## src/rtl/key_capture_pkg.sv

```systemverilog
// Register map and small helpers shared by the key capture slave and its debouncers.
package key_capture_pkg;

  typedef enum logic [1:0] {
    KEY_REG_DATA  = 2'd0,
    KEY_REG_EDGE  = 2'd1,
    KEY_REG_MASK  = 2'd2,
    KEY_REG_COUNT = 2'd3
  } key_reg_e;

  localparam int unsigned KEY_BUS_W = 32;
  localparam int unsigned KEY_CNT_W = 8;
  localparam int unsigned KEY_MAX   = 8;

  // A one-cycle debounce still needs a one-bit counter to keep the vector legal.
  function automatic int unsigned db_cnt_width(input int unsigned cycles);
    return (cycles > 1) ? $clog2(cycles) : 1;
  endfunction

  function automatic logic [KEY_CNT_W-1:0] popcount8(input logic [KEY_MAX-1:0] v);
    logic [KEY_CNT_W-1:0] n;
    n = '0;
    for (int i = 0; i < KEY_MAX; i++) begin
      n = n + KEY_CNT_W'(v[i]);
    end
    return n;
  endfunction

endpackage

```

## src/rtl/key_debounce.sv

```systemverilog
// One push-button: two-flop synchronizer then a stability counter.
// Debounced output follows a stable input 2 + DEBOUNCE_CYCLES cycles later; no backpressure.
module key_debounce
  import key_capture_pkg::*;
#(
  parameter int DEBOUNCE_CYCLES = 50000
) (
  input  logic clk_i,
  input  logic reset_i,
  input  logic key_i,
  output logic state_o
);

  localparam int unsigned CW = db_cnt_width(DEBOUNCE_CYCLES);
  localparam logic [CW-1:0] CNT_LAST = CW'(DEBOUNCE_CYCLES - 1);

  logic          sync1_q;
  logic          sync2_q;
  logic          state_q;
  logic          state_d;
  logic [CW-1:0] cnt_q;
  logic [CW-1:0] cnt_d;
  logic          differ;

  // The counter measures how many consecutive cycles the synchronized input
  // has disagreed with the accepted state; any agreement restarts it.
  always_comb begin
    differ  = sync2_q ^ state_q;
    state_d = state_q;
    cnt_d   = '0;
    if (differ) begin
      if (cnt_q == CNT_LAST) begin
        state_d = sync2_q;
        cnt_d   = cnt_q;
      end else begin
        cnt_d = cnt_q + CW'(1);
      end
    end
  end

  always_ff @(posedge clk_i) begin
    if (reset_i) begin
      sync1_q <= 1'b1;
      sync2_q <= 1'b1;
      state_q <= 1'b1;
      cnt_q   <= '0;
    end else begin
      sync1_q <= key_i;
      sync2_q <= sync1_q;
      state_q <= state_d;
      cnt_q   <= cnt_d;
    end
  end

  assign state_o = state_q;

endmodule

```

## src/rtl/key_capture_slave.sv

```systemverilog
// Avalon-MM push-button slave: debounced state, press edge capture, press counter, masked irq.
// Readdata one cycle after read, irq one cycle after edge capture; zero wait states, no backpressure.
module key_capture_slave
  import key_capture_pkg::*;
#(
  parameter int NUM_KEYS        = 3,
  parameter int DEBOUNCE_CYCLES = 50000
) (
  input  logic                clk,
  input  logic                reset,
  input  logic [NUM_KEYS-1:0] key_in,
  input  logic [1:0]          address,
  input  logic                read,
  input  logic                write,
  input  logic [31:0]         writedata,
  output logic [31:0]         readdata,
  output logic                irq
);

  logic [NUM_KEYS-1:0]  db_state;
  logic [NUM_KEYS-1:0]  db_prev_q;
  logic [NUM_KEYS-1:0]  press;
  logic [KEY_MAX-1:0]   press_w;
  logic [NUM_KEYS-1:0]  edge_q;
  logic [NUM_KEYS-1:0]  edge_d;
  logic [NUM_KEYS-1:0]  mask_q;
  logic [NUM_KEYS-1:0]  mask_d;
  logic [KEY_CNT_W-1:0] count_q;
  logic [KEY_CNT_W-1:0] count_d;
  logic [KEY_BUS_W-1:0] rdata_q;
  logic [KEY_BUS_W-1:0] rdata_d;
  logic                 irq_q;
  logic                 irq_d;
  logic                 wr_edge;
  logic                 wr_mask;
  logic                 wr_count;
  logic                 unused_wdata;

  for (genvar k = 0; k < NUM_KEYS; k++) begin : g_key
    key_debounce #(
      .DEBOUNCE_CYCLES(DEBOUNCE_CYCLES)
    ) u_debounce (
      .clk_i  (clk),
      .reset_i(reset),
      .key_i  (key_in[k]),
      .state_o(db_state[k])
    );
  end

  // Keys are active-low, so a press is a debounced 1 -> 0 transition.
  assign press    = db_prev_q & ~db_state;
  assign wr_edge  = write && (address == KEY_REG_EDGE);
  assign wr_mask  = write && (address == KEY_REG_MASK);
  assign wr_count = write && (address == KEY_REG_COUNT);

  assign unused_wdata = ^writedata[KEY_BUS_W-1:NUM_KEYS];

  always_comb begin
    press_w                = '0;
    press_w[NUM_KEYS-1:0]  = press;

    // A fresh press wins over a W1C on the same bit, and over a counter clear.
    edge_d = edge_q;
    if (wr_edge) begin
      edge_d = edge_q & ~writedata[NUM_KEYS-1:0];
    end
    edge_d = edge_d | press;

    mask_d = wr_mask ? writedata[NUM_KEYS-1:0] : mask_q;

    count_d = (wr_count ? '0 : count_q) + popcount8(press_w);

    irq_d = |(edge_q & mask_q);

    // Sampled from current register values, so a same-cycle write is not yet visible.
    rdata_d = rdata_q;
    if (read) begin
      rdata_d = '0;
      case (key_reg_e'(address))
        KEY_REG_DATA:  rdata_d[NUM_KEYS-1:0]  = ~db_state;
        KEY_REG_EDGE:  rdata_d[NUM_KEYS-1:0]  = edge_q;
        KEY_REG_MASK:  rdata_d[NUM_KEYS-1:0]  = mask_q;
        KEY_REG_COUNT: rdata_d[KEY_CNT_W-1:0] = count_q;
        default:       rdata_d                = '0;
      endcase
    end
  end

  always_ff @(posedge clk) begin
    if (reset) begin
      db_prev_q <= '1;
      edge_q    <= '0;
      mask_q    <= '0;
      count_q   <= '0;
      rdata_q   <= '0;
      irq_q     <= 1'b0;
    end else begin
      db_prev_q <= db_state;
      edge_q    <= edge_d;
      mask_q    <= mask_d;
      count_q   <= count_d;
      rdata_q   <= rdata_d;
      irq_q     <= irq_d;
    end
  end

  assign readdata = rdata_q;
  assign irq      = irq_q;

endmodule

```

## config.mk

```make
export PLATFORM = sky130hd
export DESIGN_NAME = key_capture_slave
export DESIGN_NICKNAME = d
export VERILOG_FILES = /design/src/rtl/key_capture_pkg.sv /design/src/rtl/key_debounce.sv /design/src/rtl/key_capture_slave.sv
export SDC_FILE = /design/constraint.sdc
export NUM_CORES = 1
export LEC_CHECK = 0
export CORE_MARGIN = 2
export CORE_UTILIZATION = 34
export DETAILED_ROUTE_END_ITERATION = 8
export GPL_TIMING_DRIVEN = 0
export HOLD_SLACK_MARGIN = 0.03
export MAX_ROUTING_LAYER = met4
export RECOVER_POWER = 100
export SYNTH_ARGS = -nofsm -noshare
export SYNTH_HDL_FRONTEND = slang
export SYNTH_HIERARCHICAL = 1
export SYNTH_SLANG_ARGS = --single-unit
```

## constraint.sdc

```tcl
create_clock -name clk -period 4.93 [get_ports clk]
set_clock_uncertainty 0.05 [all_clocks]
set_input_delay 0.986 -clock clk [delete_from_list [all_inputs] [get_ports clk]]
set_output_delay 0.986 -clock clk [all_outputs]
set_load 0.02 [all_outputs]
```

After elaboration in Yosys (flattened, before gate mapping)
Cells that the tools add are included.
Word-level totals
  register bits after elaboration: 83
  input bits: 41
  output and inout bits: 33
  logic and storage cells: 57
Operators by class
  add/sub/neg operators: 6
  eq/ne operators: 6
  mux-type cells: 4
  bitwise gates (word level): 12
  reductions and logical operators: 11
Operator list (number)
  $add 16x1->16 const B: 3
  $eq 16x16->1 const B: 3
  $pmux 3 s4: 1
  $and 3x3->3: 3
  $add 8x3->8: 1
  $mux 8: 1
  $not 3->3: 2
  $reduce_and 2->1: 3
  $reduce_or 2->1: 3
  $mux 5: 1
  $eq 2x2->1 const B: 2
  $add 2x1->3: 1
  $logic_and 1x1->1: 3
  $mux 3: 1
  $not 1->1: 3
  $or 3x3->3: 1
  $reduce_or 3->1: 1
  $xor 1x1->1: 3
  $add 1x1->2: 1
  $eq 2x1->1 const B: 1
  $logic_not 2->1: 1

Longest topological paths before layout
Gate-level depths: netlist of run 1.
  depth after elaboration: 5
  gate-level depth with buffers: 11
  depth with buffers taken out: 10

Cells and area by module
Netlist of run 1, hierarchy kept.
Modules (own cells, without submodules)
  key_debounce: times used 3, cells each 97, area an instance 862.1 um2, sequential area each 380.4 um2
  key_capture_slave: times used 1, cells each 151, area an instance 1367.6 um2, sequential area each 520.5 um2

Worst setup path after synthesis of run 1
Ideal clock, no wire load.
  path kind: input to register
  start: input address[0]
  end: register count_q[6]
  setup time: 0.070 ns
  arrival time: 2.858 ns
  required time: 4.810 ns
  path slack: 1.952 ns
  stages on the path: 10
  path buffers: 1
  cells stage by stage: buf_6 nand3_1 nand2_1 fa_1 inv_1 ha_1 inv_1 fa_1 or3_1 a21oi_1
On the way
  longest elaborated chain between the ends: 4
RTL lines
  from (decl): line key_capture_slave.sv:12  | input logic [1:0] address,
  $eq 2x2->1: line key_capture_slave.sv:54  | assign wr_count = write && (address == KEY_REG_COUNT);
  $logic_and 1x1->1: line key_capture_slave.sv:54
  $mux 8: line key_capture_slave.sv:71  | count_d = (wr_count ? '0 : count_q) + popcount8(press_w);
  $add 8x3->8: line key_capture_slave.sv:71
  to (signal assigned): line key_capture_slave.sv:101  | count_q <= count_d;
  to (decl): line key_capture_slave.sv:28  | logic [KEY_CNT_W-1:0] count_q;
No other way between the ends.
A chain may end at the register's enable or synchronous reset.

Worst setup path in the final report of run 1
  start: input address[1]
  end: register count_q[6]
The elaborated chain is that of the path after synthesis.

==> results_dict.tcl, run 1 <==
set metrics [dict create \
    status "completed" \
    worst_pin_slew_ps 616 \
    pwr-share-seq_pct 47.6 \
    stdcell_count 643 \
    min_path_cells 1 \
    clk_latency_ps 330 \
    synthTopCellsByArea "dfxtp_1, buf_4, nor2_1" \
    switching_power_uw 309 \
    ff_latch_area_mm2 0.00166 \
    antenna_found_initial 0 \
    syn_area_per_cell_um2 8.95 \
    hp-start "g_key[0].u_debounce/sync1_q$_SDFF_PP1_" \
    power.share.combinational_pct 5.1 \
    min_period_ps 3500 \
    num-fill-cells 1159 \
    ctsResizeCount 0 \
    final_common_cell "dfxtp_1" \
    timing.rr.end "count_q[6]$_SDFF_PP0_" \
    crit_type "input port to flop" \
    clk_pin_slew_ps 60 \
    ir_worst_vdd_mv 0.188 \
    cts_tree "yes" \
    clock_power_share_pct 47.3 \
    drv_slew 0 \
    fin_nets 543 \
    cts-hold-fix-buffers 0 \
    post-route-period-util_pct 71.0 \
    viasPerCell 4.87 \
    synth_area_mm2 0.00395 \
    drcViolationCount 0 \
    fin_ws_ps 1430 \
    cp.arrival_ps 3710 \
    setup_tns_ps 0 \
    antenna_cells 0 \
    rsz0062_at_grt "false" \
    grt_pass1_vias 2831 \
    routed_wl_mm 7.27 \
    die_h_um 112 \
    dieArea_mm2 0.0125 \
    area_growth_pct 18.9 \
    htree_levels 3 \
    finalSetupViolCount 0 \
    ys_ff_latch 83 \
    portBuffers 19 \
    dr_total_vias 3133 \
    cts_setup_buffers 0 \
    pin_count 74 \
    hold_viol_final 0 \
    dp.cells 627 \
    final_cell_mix "dfxtp_1, nor2_1, a21oi_1" \
    cp-start-kind "input port" \
    cts_made_buffers 9 \
    die_w_um 112 \
    grt_max_degree 20 \
    start_util_pct 34.8 \
    cts_max_path_buffers 2 \
    r2r_start "g_key[1].u_debounce/state_o$_SDFFE_PP1P_" \
    ys_types 47 \
    gp_congestion 0.798 \
    cts_root_buf "clkbuf_16" \
    ys.flop_type "dfxtp_1" \
    yosys_warnings 6 \
    synth_top_area_cell "dfxtp_1" \
    drt-initial-drc-count 107 \
    synth.yosys.seq_area_share_pct 42.0 \
    slew_headroom_pct 58.8 \
    p_sw_share_pct 21.7 \
    power_density_mw_per_mm2 303 \
    overflow 0 \
    worstRegToRegCells 8 \
    grt_pass1_wl_mm 12.8 \
    synth_top_area_share_pct 42.0 \
    intPower_mw 1.12 \
    r2r_setup_slack_ps 2510 \
    clock_sinks 83 \
    maxCapViolations 0 \
    setup.worst_path.end_class "flop" \
    synthCells 442 \
    max_freq_mhz 286 \
    place_hpwl_mm 5.28 \
    worstHoldEndpoint "g_key[0].u_debounce/sync2_q$_SDFF_PP1_" \
    crit_path_max_fanout 8 \
    required_ps 5140 \
    coreArea_mm2 0.0114 \
    p_leak_nw 1.81 \
    synth-edff-count 0 \
    post-place-ws_ps 1160 \
    dr.pass1.iters 5 \
    core.rowCount 39 \
    synthArstFlopShare_pct 0 \
    hp-class "flop to flop" \
    utilization_pct 41.4 \
    antenna_left 0 \
    multiInputGateArea_mm2 0.00203 \
    drive_gt1_share_pct 13.2 \
    wl_per_cell_um 11.3 \
    track_usage_pct 12.6 \
]
==> per-layer routing <==
metal	track usage, %	routed length, µm
met4	3.05	25
met2	19.4	3360
met1	16.2	3600
met3	4.03	290
met5	-	0
==> power groups by stage <==
stage	logic, mW	registers [mW]	clock network (mW)
after floorplan	0.0532	0.694	0
after global placement	0.0738	0.694	0
after detailed placement	0.0744	0.694	0
after CTS	0.0746	0.678	0.694
after global routing	0.0794	0.679	0.729
final	0.0731	0.678	0.674
==> cell families (layout without fill, tap and decap cells) <==
family          Yosys count  in the layout  share of synthesized area, %
compound gates           71             71                          11.2
xor+xnor                 22             22                          4.87
fa+ha+maj                 7              7                          2.59
buf+inv                  62             97                          8.70
flops                    83             83                          42.0
mux                       9              9                          3.23
other cells               1             24                        0.0948
simple gates            187            187                          27.3
==> layout make-up <==
type                            count  area share [%]
Multi-Input combinational cell    320            43.3
Sequential cell                    83            35.3
Clock buffer                       11            5.16
Buffer                             35            4.95
Timing Repair Buffer               19            4.04
Tap cell                          143            3.81
Inverter                           27            2.16
Clock inverter                      5            1.28
==> worst max path at each step <==
| stage | endpoint | cells after the start | from | slack [ps] |
|---|---|---|---|---|
| 2_1_floorplan | count_q[6]$_SDFF_PP0_ | 10 | address[0] | 1950 |
| 3_3_place_gp | count_q[6]$_SDFF_PP0_ | 10 | address[1] | 1230 |
| 3_5_place_dp | count_q[6]$_SDFF_PP0_ | 10 | address[1] | 1160 |
| 4_1_cts | count_q[6]$_SDFF_PP0_ | 10 | address[1] | 1500 |
| 5_1_grt | count_q[6]$_SDFF_PP0_ | 10 | address[1] | 1310 |
| 6_report | count_q[6]$_SDFF_PP0_ | 10 | address[1] | 1430 |
==> critical path, cell delays in order <==
cell and delay, ps:
dlygate4sd3_1 700, nand3_1 220, nand2_1 130, fa_1 410, inv_1 70, ha_1 160, inv_1 60, fa_1 430
or3_1 390, a21oi_1 150
==> synthesized netlist by cell type, types with 4 or more instances <==
| library cell | n |
|---|---|
| clkbuf_1 | 8 |
| or3_1 | 11 |
| and3_1 | 6 |
| nor2_1 | 41 |
| a211oi_1 | 4 |
| nand3_1 | 23 |
| nand2_1 | 29 |
| or4_1 | 10 |
| or2_2 | 9 |
| nand2b_1 | 7 |
| o211ai_1 | 6 |
| a21oi_1 | 30 |
| dfxtp_1 | 83 |
| a211o_1 | 6 |
| nand4_1 | 15 |
| buf_4 | 24 |
| xnor2_1 | 9 |
| and2_1 | 6 |
| inv_1 | 27 |
| o21ai_0 | 14 |
| ha_1 | 5 |
| nor4bb_1 | 6 |
| xor2_1 | 13 |
| o31ai_1 | 4 |
| mux2i_1 | 6 |
==> stage by stage <==
stage                     power, mW  hold WS, ps  area [µm²]
after floorplan               0.748          339        4040
after global placement        0.767          345        4410
after detailed placement      0.768          347        4410
after CTS                      1.45          363        4710
after global routing           1.49          376        4700
final                          1.43          360        4700
==> flip-flops by register name, summed over array words and instances, names as in the netlist, 3 cells and up <==
name                      cells
mask_q                        3
edge_q                        3
g_key.u_debounce/sync1_q      3
g_key.u_debounce/cnt_q       48
count_q                       8
db_prev_q                     3
g_key.u_debounce/state_o      3
readdata                      8
g_key.u_debounce/sync2_q      3
(Power assumes the default switching activity.)
==> run 2: changes to the inputs <==
- clock period: 4.93 -> 3.6 ns (I/O delays scaled with it)
==> results of run 2 <==
The final DEF is identical to that of run 1. Status: completed.
Main changes from that run: setup slack after placement 1160 ps -> 97.1 ps; setup slack after layout 1430 ps -> 364 ps; register-to-register setup slack 2510 ps -> 1180 ps; total power 1.43 mW -> 1.95 mW; worst IR drop on VDD 0.188 mV -> 0.257 mV
